**config.mk**
```make
export PLATFORM = sky130hd
export DESIGN_NAME = arbitro_memoria_dados_flat
export DESIGN_NICKNAME = d
export VERILOG_FILES = /design/src/rtl/arbitro_memoria_dados_if.sv /design/src/rtl/arbitro_memoria_dados.sv /design/src/flat_wrapper.sv
export SDC_FILE = /design/constraint.sdc
export NUM_CORES = 1
export LEC_CHECK = 0
export CAP_MARGIN = 0
export CORE_MARGIN = 1.5
export CORE_UTILIZATION = 36
export CTS_CLUSTER_DIAMETER = 40
export DETAILED_ROUTE_END_ITERATION = 6
export MAX_ROUTING_LAYER = met4
export PLACE_DENSITY = 0.79
export SYNTH_ARGS = -nofsm -noshare
export SYNTH_HDL_FRONTEND = slang
export SYNTH_SLANG_ARGS = --single-unit
```
**constraint.sdc**
```tcl
create_clock -name clk -period 1.89 [get_ports clk]
set_input_delay 0.189 -clock clk [delete_from_list [all_inputs] [get_ports clk]]
set_output_delay 0.189 -clock clk [all_outputs]
set_load 0.01 [all_outputs]
```
**src/rtl/arbitro_memoria_dados_if.sv**
```systemverilog
// Bus bundle for the data-memory arbiter: CPU port, external loader port, memory command port.
// The owner field exposes the previous-cycle owner for debug/coverage.
interface arbitro_memoria_dados_if #(
    parameter int ADDR_W = 8,
    parameter int DATA_W = 8
);
    logic              cpu_rd;
    logic              cpu_wr;
    logic [ADDR_W-1:0] cpu_addr;
    logic [DATA_W-1:0] cpu_wdata;
    logic              cpu_stall;
    logic              cpu_rvalid;
    logic [DATA_W-1:0] cpu_rdata;

    logic              ext_req;
    logic              ext_we;
    logic [ADDR_W-1:0] ext_addr;
    logic [DATA_W-1:0] ext_wdata;
    logic              ext_gnt;
    logic              ext_rvalid;
    logic [DATA_W-1:0] ext_rdata;

    logic              mem_rd;
    logic              mem_wr;
    logic [ADDR_W-1:0] mem_addr;
    logic [DATA_W-1:0] mem_wdata;
    logic [DATA_W-1:0] mem_rdata;

    logic [1:0]        owner;

    modport slave (
        input  cpu_rd, cpu_wr, cpu_addr, cpu_wdata,
        input  ext_req, ext_we, ext_addr, ext_wdata,
        input  mem_rdata,
        output cpu_stall, cpu_rvalid, cpu_rdata,
        output ext_gnt, ext_rvalid, ext_rdata,
        output mem_rd, mem_wr, mem_addr, mem_wdata,
        output owner
    );

    modport master (
        output cpu_rd, cpu_wr, cpu_addr, cpu_wdata,
        output ext_req, ext_we, ext_addr, ext_wdata,
        output mem_rdata,
        input  cpu_stall, cpu_rvalid, cpu_rdata,
        input  ext_gnt, ext_rvalid, ext_rdata,
        input  mem_rd, mem_wr, mem_addr, mem_wdata,
        input  owner
    );
endinterface

```
**src/rtl/arbitro_memoria_dados.sv**
```systemverilog
// Single-cycle arbiter between the CPU and an external port for a sync single-port data memory.
// Optional macro DMEM_ARB_ROUND_ROBIN_EN: alternate grants on contention instead of CPU priority.
module arbitro_memoria_dados #(
    parameter int ADDR_W   = 8,
    parameter int DATA_W   = 8,
    parameter int MAX_WAIT = 4
) (
    input  logic                   clk,
    input  logic                   reset,
    arbitro_memoria_dados_if.slave bus
);
    typedef enum logic [1:0] {ST_IDLE, ST_CPU, ST_EXT, ST_FORCED} owner_t;

    localparam logic [3:0] MAX_W = 4'(MAX_WAIT);

    owner_t            state_q, state_d;
    logic [3:0]        wait_cnt_q, wait_cnt_d;
    logic              cpu_pend_q, cpu_pend_d;
    logic              ext_pend_q, ext_pend_d;
    logic [DATA_W-1:0] cpu_rdata_q, cpu_rdata_d;
    logic [DATA_W-1:0] ext_rdata_q, ext_rdata_d;
    logic              cpu_req, forced, cpu_gnt, ext_gnt;

`ifdef DMEM_ARB_ROUND_ROBIN_EN
    logic              last_owner_q, last_owner_d;   // 0 = CPU, 1 = ext
`endif

    always_comb begin
        cpu_req = bus.cpu_rd | bus.cpu_wr;
        forced  = ~reset & bus.ext_req & (wait_cnt_q == MAX_W);
`ifdef DMEM_ARB_ROUND_ROBIN_EN
        if (forced) begin
            cpu_gnt = 1'b0;
        end else if (cpu_req & bus.ext_req) begin
            cpu_gnt = ~reset & last_owner_q;
        end else begin
            cpu_gnt = ~reset & cpu_req;
        end
`else
        cpu_gnt = ~reset & ~forced & cpu_req;
`endif
        ext_gnt = ~reset & ~cpu_gnt & bus.ext_req;

        bus.mem_rd    = 1'b0;
        bus.mem_wr    = 1'b0;
        bus.mem_addr  = '0;
        bus.mem_wdata = '0;
        if (cpu_gnt) begin
            // write wins when both strobes are raised
            bus.mem_rd    = bus.cpu_rd & ~bus.cpu_wr;
            bus.mem_wr    = bus.cpu_wr;
            bus.mem_addr  = bus.cpu_addr;
            bus.mem_wdata = bus.cpu_wdata;
        end else if (ext_gnt) begin
            bus.mem_rd    = ~bus.ext_we;
            bus.mem_wr    = bus.ext_we;
            bus.mem_addr  = bus.ext_addr;
            bus.mem_wdata = bus.ext_wdata;
        end

        bus.ext_gnt   = ext_gnt;
        bus.cpu_stall = ~reset & cpu_req & ~cpu_gnt;

        cpu_pend_d  = cpu_gnt & bus.cpu_rd & ~bus.cpu_wr;
        ext_pend_d  = ext_gnt & ~bus.ext_we;
        cpu_rdata_d = cpu_pend_q ? bus.mem_rdata : cpu_rdata_q;
        ext_rdata_d = ext_pend_q ? bus.mem_rdata : ext_rdata_q;

        bus.cpu_rvalid = cpu_pend_q;
        bus.ext_rvalid = ext_pend_q;
        bus.cpu_rdata  = cpu_rdata_d;
        bus.ext_rdata  = ext_rdata_d;

        if (~bus.ext_req | ext_gnt) begin
            wait_cnt_d = '0;
        end else if (wait_cnt_q != MAX_W) begin
            wait_cnt_d = wait_cnt_q + 4'd1;
        end else begin
            wait_cnt_d = wait_cnt_q;
        end

        if (forced)       state_d = ST_FORCED;
        else if (cpu_gnt) state_d = ST_CPU;
        else if (ext_gnt) state_d = ST_EXT;
        else              state_d = ST_IDLE;
        bus.owner = state_q;

`ifdef DMEM_ARB_ROUND_ROBIN_EN
        if (cpu_gnt)      last_owner_d = 1'b0;
        else if (ext_gnt) last_owner_d = 1'b1;
        else              last_owner_d = last_owner_q;
`endif
    end

    always_ff @(posedge clk or posedge reset) begin
        if (reset) begin
            state_q     <= ST_IDLE;
            wait_cnt_q  <= '0;
            cpu_pend_q  <= 1'b0;
            ext_pend_q  <= 1'b0;
            cpu_rdata_q <= '0;
            ext_rdata_q <= '0;
        end else begin
            state_q     <= state_d;
            wait_cnt_q  <= wait_cnt_d;
            cpu_pend_q  <= cpu_pend_d;
            ext_pend_q  <= ext_pend_d;
            cpu_rdata_q <= cpu_rdata_d;
            ext_rdata_q <= ext_rdata_d;
        end
    end

`ifdef DMEM_ARB_ROUND_ROBIN_EN
    always_ff @(posedge clk or posedge reset) begin
        if (reset) last_owner_q <= 1'b0;
        else       last_owner_q <= last_owner_d;
    end
`endif
endmodule

```
**src/flat_wrapper.sv**
```systemverilog
// flat-port wrapper written by rule: the top's interface ports become plain ports
module arbitro_memoria_dados_flat 
#(
    parameter int ADDR_W   = 8,
    parameter int DATA_W   = 8,
    parameter int MAX_WAIT = 4
)
  (clk, reset, bus_cpu_rd, bus_cpu_wr, bus_cpu_addr, bus_cpu_wdata, bus_ext_req, bus_ext_we, bus_ext_addr, bus_ext_wdata, bus_mem_rdata, bus_cpu_stall, bus_cpu_rvalid, bus_cpu_rdata, bus_ext_gnt, bus_ext_rvalid, bus_ext_rdata, bus_mem_rd, bus_mem_wr, bus_mem_addr, bus_mem_wdata, bus_owner);
  arbitro_memoria_dados_if #(.ADDR_W(ADDR_W), .DATA_W(DATA_W)) bus_i ();
  input  logic clk;
  input  logic reset;
  input wire logic [$bits(bus_i.cpu_rd)-1:0] bus_cpu_rd;
  input wire logic [$bits(bus_i.cpu_wr)-1:0] bus_cpu_wr;
  input wire logic [$bits(bus_i.cpu_addr)-1:0] bus_cpu_addr;
  input wire logic [$bits(bus_i.cpu_wdata)-1:0] bus_cpu_wdata;
  input wire logic [$bits(bus_i.ext_req)-1:0] bus_ext_req;
  input wire logic [$bits(bus_i.ext_we)-1:0] bus_ext_we;
  input wire logic [$bits(bus_i.ext_addr)-1:0] bus_ext_addr;
  input wire logic [$bits(bus_i.ext_wdata)-1:0] bus_ext_wdata;
  input wire logic [$bits(bus_i.mem_rdata)-1:0] bus_mem_rdata;
  output wire logic [$bits(bus_i.cpu_stall)-1:0] bus_cpu_stall;
  output wire logic [$bits(bus_i.cpu_rvalid)-1:0] bus_cpu_rvalid;
  output wire logic [$bits(bus_i.cpu_rdata)-1:0] bus_cpu_rdata;
  output wire logic [$bits(bus_i.ext_gnt)-1:0] bus_ext_gnt;
  output wire logic [$bits(bus_i.ext_rvalid)-1:0] bus_ext_rvalid;
  output wire logic [$bits(bus_i.ext_rdata)-1:0] bus_ext_rdata;
  output wire logic [$bits(bus_i.mem_rd)-1:0] bus_mem_rd;
  output wire logic [$bits(bus_i.mem_wr)-1:0] bus_mem_wr;
  output wire logic [$bits(bus_i.mem_addr)-1:0] bus_mem_addr;
  output wire logic [$bits(bus_i.mem_wdata)-1:0] bus_mem_wdata;
  output wire logic [$bits(bus_i.owner)-1:0] bus_owner;
  assign bus_i.cpu_rd = bus_cpu_rd;
  assign bus_i.cpu_wr = bus_cpu_wr;
  assign bus_i.cpu_addr = bus_cpu_addr;
  assign bus_i.cpu_wdata = bus_cpu_wdata;
  assign bus_i.ext_req = bus_ext_req;
  assign bus_i.ext_we = bus_ext_we;
  assign bus_i.ext_addr = bus_ext_addr;
  assign bus_i.ext_wdata = bus_ext_wdata;
  assign bus_i.mem_rdata = bus_mem_rdata;
  assign bus_cpu_stall = bus_i.cpu_stall;
  assign bus_cpu_rvalid = bus_i.cpu_rvalid;
  assign bus_cpu_rdata = bus_i.cpu_rdata;
  assign bus_ext_gnt = bus_i.ext_gnt;
  assign bus_ext_rvalid = bus_i.ext_rvalid;
  assign bus_ext_rdata = bus_i.ext_rdata;
  assign bus_mem_rd = bus_i.mem_rd;
  assign bus_mem_wr = bus_i.mem_wr;
  assign bus_mem_addr = bus_i.mem_addr;
  assign bus_mem_wdata = bus_i.mem_wdata;
  assign bus_owner = bus_i.owner;
  arbitro_memoria_dados #(.ADDR_W(ADDR_W), .DATA_W(DATA_W), .MAX_WAIT(MAX_WAIT)) u_core (.clk(clk), .reset(reset), .bus(bus_i));
endmodule
```
==> impl_metrics.py <==
metrics = {
    "clock_network": {
        "cts_root_buf": "clkbuf_8",
        "cts_max_level": 1,
        "clock_sinks": 24,
        "clk_latency_ns": 0.26,
        "cts_max_path_buffers": 2,
        "path_clk_slew_ns": 0.07,
        "cts_tree": "done",
        "cts_inserted_buffers": 3,
    },
    "routing": {
        "dr.first_iter.drc_count": 40,
        "antenna_left": 0,
        "wl_per_cell_um": 13.5,
        "via_per_inst": 4.76,
        "via_count": 1385,
        "first_pass_iters": 4,
        "drcViolationCount": 0,
        "wl_mm": 3.92,
    },
    "finish": {
        "layout-drive-gt1-share_pct": 32.5,
        "utilization_pct": 69.0,
        "fill_cells": 285,
        "instances_no_fill": 291,
        "num_antenna_cells": 0,
        "area_growth_pct": 85.1,
        "multi_input_area_um2": 723,
        "final_area_um2": 2510,
        "layout.nets": 293,
        "register_area_um2": 603,
    },
    "die": {
        "die_area_um2": 4140,
        "rows": 22,
        "start_util_pct": 37.3,
        "coreArea_um2": 3630,
        "die_x_um": 64.3,
        "die_h_um": 64.3,
        "io_pins": 86,
    },
    "synthesis": {
        "yosysMostFrequentCell": "dfrtp_1",
        "syn-instance-count": 131,
        "synth_commonest_cells": "dfrtp_1 (24), inv_1 (21), mux2i_1 (18), nand2_1 (18), mux2_2 (16)",
        "ys_types": 27,
        "synthesis.area_um2": 1350,
        "synth_enable_flop_cells": 0,
        "synth_ff_type": "dfrtp_1",
        "synth_top_cell_by_area": "dfrtp_1",
        "syn-num-nets": 179,
        "yosys_register_bits": 24,
        "synth_async_sr_flop_share_pct": 100,
        "synth_area_leaders": "dfrtp_1 (44%), mux2i_1 (13%), mux2_2 (13%), inv_1 (5.8%), nand2_1 (5.0%)",
        "synth.avg_cell_area_um2": 10.3,
        "ys_seq_area_share_pct": 44.4,
        "synth_top_area_share_pct": 44.4,
        "synth_warnings": 0,
    },
    "critical_path": {
        "cp_cell_sequence": "inv_2 -> ha_4 -> nand3b_4 -> buf_6 -> o221a_4 -> buf_6 -> mux2i_1 -> buf_2",
        "cp_data_required_time_ns": 1.70,
        "cpMaxStageDelayCell": "dfrtp_1",
        "critical_path.max_fanout": 4,
        "worst_path_most_repeated_cell": "buf_6",
        "cp.arrival_ns": 1.80,
        "slowest_delay_ns": 0.41,
        "crit_type": "flip-flop to output pin",
        "worstSetupStartpointType": "flip-flop",
        "worst_setup_path_end_kind": "output pin",
    },
    "power_and_ir_drop": {
        "p_sw_w": 0.000568,
        "ir_drop_v": 0.000323,
        "clkPwrFrac_pct": 15.3,
        "powerDensity_nw_per_um2": 756,
        "p_seq_share_pct": 35.4,
        "comb_power_share_pct": 49.3,
        "power.internal_w": 0.00133,
        "p_sw_share_pct": 30.0,
        "total_leakage_power_nw": 1.20,
    },
    "place": {
        "gp_congestion": 0.758,
        "preCtsSetupSlack_ns": -0.295,
        "place.port_buffers": 85,
        "detailed_place_hpwl_mm": 2.72,
        "place_area_um2": 2350,
        "place_inst": 274,
    },
    "grt": {
        "grt_max_degree": 25,
        "antenna_found_initial": 0,
        "grt_use_met2_pct": 32.2,
        "grtUsageMet3_pct": 3.52,
        "top_usage_layer": "met2",
        "grt_pass1_wl_mm": 6.20,
        "grt_pass1_vias": 1401,
        "grt_usage_pct": 19.6,
        "grtUsageMet1_pct": 22.2,
        "grt_overflow_total": 0,
    },
    "flow_run": {
        "drv_cap": 0,
    },
    "timing": {
        "hold_viol": 0,
        "setup_slack_ns": -0.0968,
        "setup_viol": 17,
        "rsz0062_at_grt": "true",
        "finalMaxSlewViolations": 0,
        "worst_pin_slew_ns": 0.308,
        "min_period_ns": 1.99,
        "finClkSkew_ns": 0.000797,
        "fin_crit_sh_pct": 105,
        "max_slew_margin_pct": 79.4,
        "fmax_mhz": 503,
        "fin_setup_tns_ns": -0.807,
    },
    "worst_hold_path": {
        "holdCritPathClass": "input pin to async pin",
    },
    "status": {
        "violations": "negative setup slack",
        "outcome": "finished with violations",
    },
}
-- layout make-up --
class	count	area share, %
inverter	21	3.15
multi-input combinational	82	28.9
clock buffer	3	1.65
sequential	24	24.1
tap	48	2.40
timing repair buffer	113	39.9
-- layout by cell type (no fill, tap or decap), drive strengths merged --
cell           netlist  routed
clkbuf               3       3
nand2               18      18
clkdlybuf4s50        0      65
nor2b                1       1
nor3                 2       2
buf                  4      47
nand3                3       3
o32ai                1       1
a21oi                1       1
a31o                 1       1
nor2                 5       5
mux2i               18      18
nand2b               1       1
xnor2                1       1
nand3b               1       1
o22ai                2       2
and3                 1       1
inv                 21      21
a211oi               1       1
o31ai                1       1
o21a                 1       1
mux2                16      16
ha                   2       2
dlygate4sd1          0       1
a22oi                1       1
o221a                1       4
dfrtp               24      24
-- path summary, 6_finish.rpt --
check | startpoint | end | slack (ns) | cells after the start
worst min-delay path | reset | u_core.wait_cnt_q[2]$_DFFE_PP0P_ | 0.49 | 3
max in group asynchronous | reset | u_core.bus.cpu_rvalid$_DFF_PP0_ | 1.14 | 3
worst min register to register | u_core.cpu_rdata_q[7]$_DFF_PP0_ | u_core.cpu_rdata_q[7]$_DFF_PP0_ | 0.50 | 1
min in group clk | u_core.cpu_rdata_q[7]$_DFF_PP0_ | u_core.cpu_rdata_q[7]$_DFF_PP0_ | 0.50 | 1
worst max-delay path | u_core.wait_cnt_q[1]$_DFFE_PP0P_ | bus_mem_addr[2] | -0.1 | 8
worst max register to register | u_core.wait_cnt_q[1]$_DFFE_PP0P_ | u_core.bus.cpu_rvalid$_DFF_PP0_ | 0.26 | 8
-- what timing repair did --
action | CTS | global route
hold buffers | 0 | 0
setup buffers | 6 | 5
resized for setup | 90 | 10
pin swaps | 4 | 3
cloned | 3 | 0
setup endpoints to repair | 34 | 20
-- per-layer routing --
metal  part of all wire [%]  routed length (um)  vias up
met5                      0                   0        -
met4                    4.1                 160        0
met3                    6.1                 238       18
met2                     50                1960       67
met1                     40                1560      632
li1                       -                   -      668
-- cells by family (layout without fill, tap and decap cells) --
| kind of cell | count (synthesis) | count (layout) | share of synthesized area, % |
|---|---|---|---|
| compound gates | 10 | 13 | 6.29 |
| xor+xnor | 1 | 1 | 0.647 |
| fa+ha+maj | 2 | 2 | 1.85 |
| buf+inv | 28 | 137 | 9.15 |
| flops | 24 | 24 | 44.4 |
| mux | 34 | 34 | 26.6 |
| simple gates | 32 | 32 | 11.1 |
-- state kept, by name (all words and copies together) (netlist names) --
name                   flops
u_core.wait_cnt_q          4
u_core.bus.owner           2
u_core.cpu_rdata_q         8
u_core.ext_rdata_q         8
u_core.bus.ext_rvalid      1
u_core.bus.cpu_rvalid      1
-- power by group through the flow --
stage | combinational [W] | clock [W] | sequential, W
after floorplan | 0.000371 | 0 | 0.000673
after global placement | 0.000824 | 0 | 0.000668
after detailed placement | 0.000842 | 0 | 0.000678
after CTS | 0.000890 | 0.000298 | 0.000668
after global routing | 0.00100 | 0.000325 | 0.000681
final | 0.000934 | 0.000289 | 0.000671
-- worst max-delay path, delay by kind of cell, from the launching register on --
family / cells / cell delay [ns]
DFF: 1 / 0.41
and+or+nand+nor: 1 / 0.11
adders and majority gates: 1 / 0.14
AOI/OAI and AO/OA: 1 / 0.23
buffers and inverters: 4 / 0.48
muxes: 1 / 0.14
-- metrics by stage --
step	hold WS [ns]	power [W]
after floorplan	0.219	0.00104
after global placement	0.479	0.00149
after detailed placement	0.486	0.00152
after CTS	0.492	0.00186
after global routing	0.519	0.00201
final	0.492	0.00189
Note: power is estimated with default switching activity, not from simulation.
